[src/rtl/alu32_arb_pkg.sv]
// Shared definitions for the two-requester ALU arbiter.
// Contents: default widths, ALU opcode encodings and the arbiter FSM state type.
package alu32_arb_pkg;

    localparam int unsigned DATA_W_DEF = 32;
    localparam int unsigned OP_W_DEF   = 3;

    localparam logic [2:0] OP_AND   = 3'd0;
    localparam logic [2:0] OP_OR    = 3'd1;
    localparam logic [2:0] OP_XOR   = 3'd2;
    localparam logic [2:0] OP_NOT   = 3'd3;
    localparam logic [2:0] OP_ADD   = 3'd4;
    localparam logic [2:0] OP_SHL   = 3'd5;
    localparam logic [2:0] OP_SHR   = 3'd6;
    localparam logic [2:0] OP_TRUNC = 3'd7;

    typedef enum logic [1:0] {
        IDLE = 2'd0,
        EXEC = 2'd1,
        RESP = 2'd2
    } arb_state_e;

endpackage

[src/rtl/alu32_arb_rr2.sv]
// Two-way round-robin picker (combinational).
// Ports:
//   req        in  2  request vector, bit i = requester i valid
//   last_grant in  1  index of the requester granted most recently
//   gnt        out 2  one-hot grant, or zero when nothing is requested
module alu32_arb_rr2 (
    input  logic [1:0] req,
    input  logic       last_grant,
    output logic [1:0] gnt
);

    always_comb begin
        gnt = 2'b00;
        case (req)
            2'b01:   gnt = 2'b01;
            2'b10:   gnt = 2'b10;
            // Contention: favour whoever did not win last time.
            2'b11:   gnt = last_grant ? 2'b01 : 2'b10;
            default: gnt = 2'b00;
        endcase
    end

endmodule

[src/rtl/alu32_arbiter.sv]
// Time-shares one external combinational ALU between two requesters.
// Operands are registered into alu_* on accept, the ALU result is registered into the
// owner's response register one cycle later, and the response is held until consumed.
// One operation is in flight at a time; contention is resolved round-robin.
// Ports:
//   clk, rst_n                       clock, asynchronous active-low reset
//   reqN_valid/ready/in1/in2/ci/op   command channel of requester N (N = 0, 1)
//   rspN_valid/ready/data/co         response channel of requester N
//   alu_in1/in2/ci/op                registered operands driving the ALU
//   alu_out/alu_co                   ALU result and carry-out
//   stat0_cnt/stat1_cnt              completed-op counters
// Build option: define ALU_ARB_STATS_EN to enable the saturating completed-op counters;
// otherwise stat*_cnt are tied to zero and no counter flops exist.
module alu32_arbiter
    import alu32_arb_pkg::*;
#(
    parameter int unsigned DATA_W = DATA_W_DEF,
    parameter int unsigned OP_W   = OP_W_DEF
) (
    input  logic              clk,
    input  logic              rst_n,
    input  logic              req0_valid,
    output logic              req0_ready,
    input  logic [DATA_W-1:0] req0_in1,
    input  logic [DATA_W-1:0] req0_in2,
    input  logic              req0_ci,
    input  logic [OP_W-1:0]   req0_op,
    input  logic              req1_valid,
    output logic              req1_ready,
    input  logic [DATA_W-1:0] req1_in1,
    input  logic [DATA_W-1:0] req1_in2,
    input  logic              req1_ci,
    input  logic [OP_W-1:0]   req1_op,
    output logic              rsp0_valid,
    input  logic              rsp0_ready,
    output logic [DATA_W-1:0] rsp0_data,
    output logic              rsp0_co,
    output logic              rsp1_valid,
    input  logic              rsp1_ready,
    output logic [DATA_W-1:0] rsp1_data,
    output logic              rsp1_co,
    output logic [DATA_W-1:0] alu_in1,
    output logic [DATA_W-1:0] alu_in2,
    output logic              alu_ci,
    output logic [OP_W-1:0]   alu_op,
    input  logic [DATA_W-1:0] alu_out,
    input  logic              alu_co,
    output logic [15:0]       stat0_cnt,
    output logic [15:0]       stat1_cnt
);

    arb_state_e        state_q, state_d;
    logic              owner_q, owner_d;
    logic              last_grant_q, last_grant_d;
    logic [DATA_W-1:0] alu_in1_q, alu_in1_d;
    logic [DATA_W-1:0] alu_in2_q, alu_in2_d;
    logic              alu_ci_q, alu_ci_d;
    logic [OP_W-1:0]   alu_op_q, alu_op_d;
    logic              rsp0_valid_q, rsp0_valid_d;
    logic [DATA_W-1:0] rsp0_data_q, rsp0_data_d;
    logic              rsp0_co_q, rsp0_co_d;
    logic              rsp1_valid_q, rsp1_valid_d;
    logic [DATA_W-1:0] rsp1_data_q, rsp1_data_d;
    logic              rsp1_co_q, rsp1_co_d;
    logic [1:0]        gnt;

    alu32_arb_rr2 u_rr2 (
        .req        ({req1_valid, req0_valid}),
        .last_grant (last_grant_q),
        .gnt        (gnt)
    );

    always_comb begin
        state_d      = state_q;
        owner_d      = owner_q;
        last_grant_d = last_grant_q;
        alu_in1_d    = alu_in1_q;
        alu_in2_d    = alu_in2_q;
        alu_ci_d     = alu_ci_q;
        alu_op_d     = alu_op_q;
        rsp0_valid_d = rsp0_valid_q;
        rsp0_data_d  = rsp0_data_q;
        rsp0_co_d    = rsp0_co_q;
        rsp1_valid_d = rsp1_valid_q;
        rsp1_data_d  = rsp1_data_q;
        rsp1_co_d    = rsp1_co_q;
        req0_ready   = 1'b0;
        req1_ready   = 1'b0;

        case (state_q)
            IDLE: begin
                req0_ready = gnt[0];
                req1_ready = gnt[1];
                if (gnt[0]) begin
                    alu_in1_d    = req0_in1;
                    alu_in2_d    = req0_in2;
                    alu_ci_d     = req0_ci;
                    alu_op_d     = req0_op;
                    owner_d      = 1'b0;
                    last_grant_d = 1'b0;
                    state_d      = EXEC;
                end else if (gnt[1]) begin
                    alu_in1_d    = req1_in1;
                    alu_in2_d    = req1_in2;
                    alu_ci_d     = req1_ci;
                    alu_op_d     = req1_op;
                    owner_d      = 1'b1;
                    last_grant_d = 1'b1;
                    state_d      = EXEC;
                end
            end
            EXEC: begin
                // ALU has had a full cycle to settle from the registered operands.
                if (!owner_q) begin
                    rsp0_data_d  = alu_out;
                    rsp0_co_d    = alu_co;
                    rsp0_valid_d = 1'b1;
                end else begin
                    rsp1_data_d  = alu_out;
                    rsp1_co_d    = alu_co;
                    rsp1_valid_d = 1'b1;
                end
                state_d = RESP;
            end
            RESP: begin
                if (!owner_q && rsp0_ready) begin
                    rsp0_valid_d = 1'b0;
                    state_d      = IDLE;
                end else if (owner_q && rsp1_ready) begin
                    rsp1_valid_d = 1'b0;
                    state_d      = IDLE;
                end
            end
            default: state_d = IDLE;
        endcase
    end

    always_ff @(posedge clk or negedge rst_n) begin
        if (!rst_n) begin
            state_q      <= IDLE;
            owner_q      <= 1'b0;
            last_grant_q <= 1'b1;  // requester 0 wins the first contention
            alu_in1_q    <= '0;
            alu_in2_q    <= '0;
            alu_ci_q     <= 1'b0;
            alu_op_q     <= '0;
            rsp0_valid_q <= 1'b0;
            rsp0_data_q  <= '0;
            rsp0_co_q    <= 1'b0;
            rsp1_valid_q <= 1'b0;
            rsp1_data_q  <= '0;
            rsp1_co_q    <= 1'b0;
        end else begin
            state_q      <= state_d;
            owner_q      <= owner_d;
            last_grant_q <= last_grant_d;
            alu_in1_q    <= alu_in1_d;
            alu_in2_q    <= alu_in2_d;
            alu_ci_q     <= alu_ci_d;
            alu_op_q     <= alu_op_d;
            rsp0_valid_q <= rsp0_valid_d;
            rsp0_data_q  <= rsp0_data_d;
            rsp0_co_q    <= rsp0_co_d;
            rsp1_valid_q <= rsp1_valid_d;
            rsp1_data_q  <= rsp1_data_d;
            rsp1_co_q    <= rsp1_co_d;
        end
    end

    assign alu_in1    = alu_in1_q;
    assign alu_in2    = alu_in2_q;
    assign alu_ci     = alu_ci_q;
    assign alu_op     = alu_op_q;
    assign rsp0_valid = rsp0_valid_q;
    assign rsp0_data  = rsp0_data_q;
    assign rsp0_co    = rsp0_co_q;
    assign rsp1_valid = rsp1_valid_q;
    assign rsp1_data  = rsp1_data_q;
    assign rsp1_co    = rsp1_co_q;

`ifdef ALU_ARB_STATS_EN
    logic [15:0] stat0_q, stat0_d;
    logic [15:0] stat1_q, stat1_d;

    // Count response handshakes, saturating at all-ones.
    always_comb begin
        stat0_d = stat0_q;
        stat1_d = stat1_q;
        if (rsp0_valid_q && rsp0_ready && (stat0_q != 16'hFFFF)) begin
            stat0_d = stat0_q + 16'd1;
        end
        if (rsp1_valid_q && rsp1_ready && (stat1_q != 16'hFFFF)) begin
            stat1_d = stat1_q + 16'd1;
        end
    end

    always_ff @(posedge clk or negedge rst_n) begin
        if (!rst_n) begin
            stat0_q <= 16'h0000;
            stat1_q <= 16'h0000;
        end else begin
            stat0_q <= stat0_d;
            stat1_q <= stat1_d;
        end
    end

    assign stat0_cnt = stat0_q;
    assign stat1_cnt = stat1_q;
`else
    assign stat0_cnt = 16'h0000;
    assign stat1_cnt = 16'h0000;
`endif

endmodule

[config.mk]
export PLATFORM = sky130hd
export DESIGN_NAME = alu32_arbiter
export DESIGN_NICKNAME = d
export VERILOG_FILES = /design/src/rtl/alu32_arb_pkg.sv /design/src/rtl/alu32_arb_rr2.sv /design/src/rtl/alu32_arbiter.sv
export SDC_FILE = /design/constraint.sdc
export NUM_CORES = 1
export LEC_CHECK = 0
export CORE_MARGIN = 3
export CORE_UTILIZATION = 38
export CTS_CLUSTER_SIZE = 14
export DETAILED_ROUTE_END_ITERATION = 10
export PLACE_DENSITY = 0.87
export SETUP_SLACK_MARGIN = 0.02
export SYNTH_ARGS = -nofsm -noshare
export SYNTH_HDL_FRONTEND = slang
export SYNTH_SLANG_ARGS = --single-unit
[constraint.sdc]
create_clock -name clk -period 3.9 [get_ports clk]
set_input_delay 0.585 -clock clk [delete_from_list [all_inputs] [get_ports clk]]
set_output_delay 0.585 -clock clk [all_outputs]
set_load 0.01 [all_outputs]
After elaboration in Yosys (flattened, before gate mapping)

Index checks and enable logic that the tools add are counted.

Bits in registers: 140
Bits of input ports: 175
Word-level logic and storage cells: 64

Equal/unequal tests: 12
Multiplexer cells: 26
Bitwise logic cells: 1
Reductions and logical operators: 12

Operator list:

| operator                                                               | count |
|---|---|
| 32-bit two-way mux                                                     | 4 |
| 2-bit case mux with 3 select lines                                     | 2 |
| 1-bit two-way mux                                                      | 11 |
| 2-bit two-way mux                                                      | 5 |
| 2-bit inequality test (second input constant)                          | 5 |
| 2-bit AND reduction                                                    | 4 |
| 2-bit equality test (second input constant)                            | 3 |
| 3-bit two-way mux                                                      | 2 |
| 3-bit inequality test (second input constant)                          | 2 |
| 2-bit by 1-bit equality test with 1-bit output (second input constant) | 2 |
| 1-bit case mux with 2 select lines                                     | 2 |
| 4-bit AND reduction                                                    | 1 |
| 2-bit nonzero test                                                     | 2 |
| 3-bit AND reduction                                                    | 1 |
| 1-bit logical AND                                                      | 2 |
| 2-bit zero test                                                        | 1 |
| 1-bit zero test                                                        | 1 |
| 1-bit inverter                                                         | 1 |

Longest topological paths before layout

Word-level depth: 5
Depth in mapped cells: 6

Hierarchy

Synthesis repeated with hierarchy kept, for this count alone.

Cell total of the unflattened synthesis: 421
Area total of the unflattened synthesis: 6281.0 um^2

By module, submodules not included:

| module        | times used | cells an instance | area each (um^2) | seq. area each (um^2) |
|---|---|---|---|---|
| alu32_arbiter | 1          | 418               | 6262.3           | 3504.6 |
| alu32_arb_rr2 | 1          | 3                 | 18.8             | 0.0 |

Worst setup path before layout

No wires, ideal clock.

Path type: input to output
Start: in req1_valid
End: out req0_ready
Data arrival time: 1.164 ns
Required time: 3.315 ns
Setup slack: 2.151 ns
Stages: 4
Cell sequence: nand2b_1 > nand3_1 > inv_2 > clkbuf_1

Longest elaborated chain between the ends: 3
Elaborated cells on any way between the ends: 5
Classes of those cells: eq/ne (3); mux (2)

Ends and longest elaborated chain:

| what                                                                                         | RTL line            | text |
|---|---|---|
| start: declaration                                                                           | alu32_arbiter.sv:28 | `input logic req1_valid,` |
| 2-bit equality test / 2-bit by 1-bit equality test with 1-bit output (equally long branches) | alu32_arb_rr2.sv:14 | `case (req)` |
| 2-bit case mux with 3 select lines *                                                         | alu32_arb_rr2.sv:14 |  |
| 1-bit two-way mux *                                                                          | alu32_arbiter.sv:90 | `case (state_q)` |
| end: declaration                                                                             | alu32_arbiter.sv:23 | `output logic req0_ready,` |

Every way passes the cells marked *; elsewhere a longest branch is shown, timed or not.

Worst setup path after layout

Start: reg state_q[0]
End: out req0_ready

Longest elaborated chain between the ends: 2

Ends and longest elaborated chain:

| what                     | RTL line             | text |
|---|---|---|
| start: declaration       | alu32_arbiter.sv:52  | `arb_state_e state_q, state_d;` |
| start signal: assignment | alu32_arbiter.sv:154 | `state_q <= state_d;` |
| 2-bit zero test          | alu32_arbiter.sv:90  |  |
| 1-bit two-way mux        | alu32_arbiter.sv:90  |  |

Every way passes these cells.

==> impl_metrics.py <==
metrics = {
    "status": {
        "status": "completed",
    },
    "power_and_ir_drop": {
        "power_w": 0.008035,
        "power_switching_w": 0.002623,
        "cellLeakagePower_nw": 4.968,
        "ir_worst_vdd_uv": 558.8,
        "sequentialPowerShare_pct": 32.8,
        "pwr-share-comb_pct": 44.8,
        "power_density_nw_per_um2": 795.8,
        "switching_share_pct": 32.64,
        "p_int_w": 0.005412,
        "pwr-share-clk_pct": 22.4,
    },
    "sta": {
        "min_period_ps": 2671,
        "finalHoldViolCount": 0,
        "slew_violations": 0,
        "clock_skew_ps": 8.972,
        "rsz0062_at_grt": "false",
        "fin_ws_ps": 1229,
        "max_freq_mhz": 374.5,
        "slew_headroom_pct": 34.35,
        "fin_crit_sh_pct": 68.48,
        "fin_setup_tns_ps": 0,
        "worst_pin_slew_ps": 982.4,
        "setup_viol": 0,
    },
    "global_route": {
        "grt_pass1_wl_um": 29370,
        "overflow": 0,
        "track_usage_pct": 20.80,
        "first_global_vias": 5562,
        "antenna_found_initial": 0,
        "grt_max_degree": 75,
    },
    "floorplan": {
        "num_rows": 46,
        "die_w_um": 134.4,
        "io_pins": 345,
        "design.die.area_um2": 18060,
        "floorplan.initialDensity_pct": 39.15,
        "die_h_um": 134.4,
        "core_area_um2": 16000,
    },
    "synth": {
        "synth_seq_area_share_pct": 55.94,
        "synth_area_um2": 6265,
        "ys_ff_latch": 140,
        "synth.avg_cell_area_um2": 11.09,
        "yosys_warnings": 0,
        "yosysUniqueCellTypes": 26,
        "syn_inst": 565,
        "ys.flop_type": "dfrtp_1",
        "synth-edff-count": 0,
        "async_reset_ff_share_pct": 100.0,
    },
    "placed_design": {
        "port_buffers": 312,
        "dp_slack_ps": 1307,
        "place_area_um2": 9433,
        "hpwl_um": 13840,
        "routabilityCongestion": 0.7395,
        "dp_cells": 1067,
    },
    "clocking": {
        "clock_latency_ps": 410,
        "cts-root-buf": "clkbuf_16",
        "numCtsBuffers": 17,
        "cts_setup_buffers": 0,
        "clk_pin_slew_ps": 60,
        "cts_sinks": 140,
        "cts_buffer_depth": 2,
        "tritoncts": "yes",
        "ctsResizeCount": 0,
        "ctsHoldBuffers": 0,
        "htreeDepth": 4,
    },
    "critical_path": {
        "cp_cell_sequence": "nor2_1 > nand3_1 > inv_2 > clkdlybuf4s50_1",
        "end_kind": "output port",
        "worstPathRequired_ps": 3310,
        "critPathMaxStageDelay_ps": 540,
        "crit_fanout": 6,
        "startpoint_type": "flip-flop",
        "worst_path_max_delay_cell": "clkdlybuf4s50_1",
        "crit_type": "flip-flop to output port",
        "cp_data_arrival_time_ps": 2090,
    },
    "hold_path": {
        "hold_class": "input port to asynchronous set/reset pin",
    },
    "detailed_routing": {
        "top_layer_used": "met4",
        "route.met2.wl_um": 9694,
        "wl_met1_um": 6963,
        "via_per_inst": 4.814,
        "drtIter0Drc": 397,
        "drc": 0,
        "wl_per_cell_um": 17.40,
        "firstDrtPassIters": 8,
        "vias": 5291,
        "wirelength_um": 19120,
        "antenna_left": 0,
        "wl_met3_um": 2065,
    },
    "cells_and_area": {
        "instances_no_fill": 1099,
        "nFillCells": 1261,
        "layout-drive-gt1-share_pct": 12.34,
        "multiInputGateArea_um2": 1713,
        "ff_latch_area_um2": 3505,
        "finalNetCount": 1045,
        "area_growth_pct": 61.15,
        "finalInstanceArea_um2": 10100,
        "num_antenna_cells": 0,
    },
    "run": {
        "drv_cap": 0,
    },
}
power groups by stage:
stage / combinational (W) / sequential, W / clock [W]
floorplan: 0.00134 / 0.00290 / 0
global placement: 0.00351 / 0.00260 / 0
detailed placement: 0.00361 / 0.00263 / 0
CTS: 0.00364 / 0.00264 / 0.00184
global route: 0.00385 / 0.00272 / 0.00191
finish: 0.00360 / 0.00264 / 0.00180
routing by layer:
metal / global-route usage, % / up-vias
met2: 35.70 / 299
met5: 0 / -
met3: 8.852 / 33
met4: 6.391 / 0
li1: - / 2404
met1: 23.58 / 2555
final timing paths:
| path | startpoint | to | slack, ps | cells past startpoint |
|---|---|---|---|---|
| min | rst_n | rsp1_data[3] | 190 | 1 |
| max | state_q[0] | req0_ready | 1230 | 4 |
| min reg2reg | rsp0_data[3] | rsp0_data[3] | 500 | 1 |
| max reg2reg | state_q[0] | alu_in1[2] | 1750 | 5 |
| min in group clk | rsp0_data[3] | rsp0_data[3] | 500 | 1 |
| max in group asynchronous | rst_n | last_grant_q | 2870 | 2 |
cells by family (layout without fill, tap and decap cells):
| logic type | count (synthesis) | after routing | synth area share (%) |
|---|---|---|---|
| compound gates | 79 | 79 | 12.06 |
| buf+inv | 265 | 552 | 18.93 |
| mux | 66 | 66 | 11.86 |
| other cells | 1 | 32 | 0.05986 |
| simple gates | 14 | 14 | 1.138 |
| flops | 140 | 140 | 55.94 |
Yosys cell counts, types with 2 or more instances:
cell type	number	area, µm²
a21boi_0	2	15.01
a21o_1	2	15.01
a21oi_1	2	10.01
a222oi_1	67	670.6
buf_2	12	60.06
buf_4	33	247.7
buf_6	7	78.83
clkbuf_1	9	33.78
dfrtp_1	139	3478
inv_1	203	762.0
mux2_2	66	743.2
nand2_1	2	7.510
nand2b_1	2	12.51
nand3_1	3	15.01
nor2_1	3	11.26
nor2b_1	2	12.51
o22a_1	2	17.52
registers in the layout, indices dropped and copies added (netlist names):
signal	count
owner_q	1
rsp0_valid	1
rsp1_data	32
last_grant_q	1
alu_ci	1
rsp1_co	1
alu_in1	32
state_q	2
alu_op	3
alu_in2	32
rsp0_co	1
rsp0_data	32
rsp1_valid	1
final cells by class:
class                   count  share of cell area, %
repair buffers            316                  31.49
flip-flops and latches    140                  34.71
inverters                 204                  7.585
clock inverters            15                  2.355
multi-input cells         191                  16.97
well taps                 216                  2.677
clock buffers              17                  4.214
placed cells by master, fill, tap and decap left out:
| master | count |
|---|---|
| a211o_1 | 1 |
| a21boi_0 | 2 |
| a21o_1 | 2 |
| a21oi_1 | 2 |
| a222oi_1 | 67 |
| and3_2 | 1 |
| buf_12 | 2 |
| buf_4 | 2 |
| buf_6 | 1 |
| bufinv_16 | 5 |
| clkbuf_16 | 17 |
| clkdlybuf4s50_1 | 311 |
| clkinv_4 | 4 |
| clkinvlp_4 | 2 |
| conb_1 | 32 |
| dfrtp_1 | 139 |
| dfstp_2 | 1 |
| inv_1 | 203 |
| inv_2 | 1 |
| inv_6 | 3 |
| inv_8 | 1 |
| mux2_2 | 66 |
| nand2_1 | 2 |
| nand2b_1 | 2 |
| nand3_1 | 2 |
| nand3_2 | 1 |
| nor2_1 | 3 |
| nor2_4 | 1 |
| nor2b_1 | 2 |
| o21ai_0 | 1 |
| o21ai_4 | 1 |
| o221ai_1 | 1 |
| o22a_1 | 2 |
critical path: cells and delay by family (launching register included):
kind | cells | cell delay, ps
buffers and inverters | 2 | 640
and+or+nand+nor | 2 | 590
DFF | 1 | 440
through the flow:
| stage | util, % | hold slack (ps) |
|---|---|---|
| 2_1_floorplan | - | 289.4 |
| 3_3_place_gp | 58.95 | 485.3 |
| 3_5_place_dp | 58.95 | 493.8 |
| 4_1_cts | 63.10 | 205.2 |
| 5_1_grt | 63.10 | 226.7 |
| 6_report | 63.10 | 190.1 |
Power figures use the tool's default switching activity.
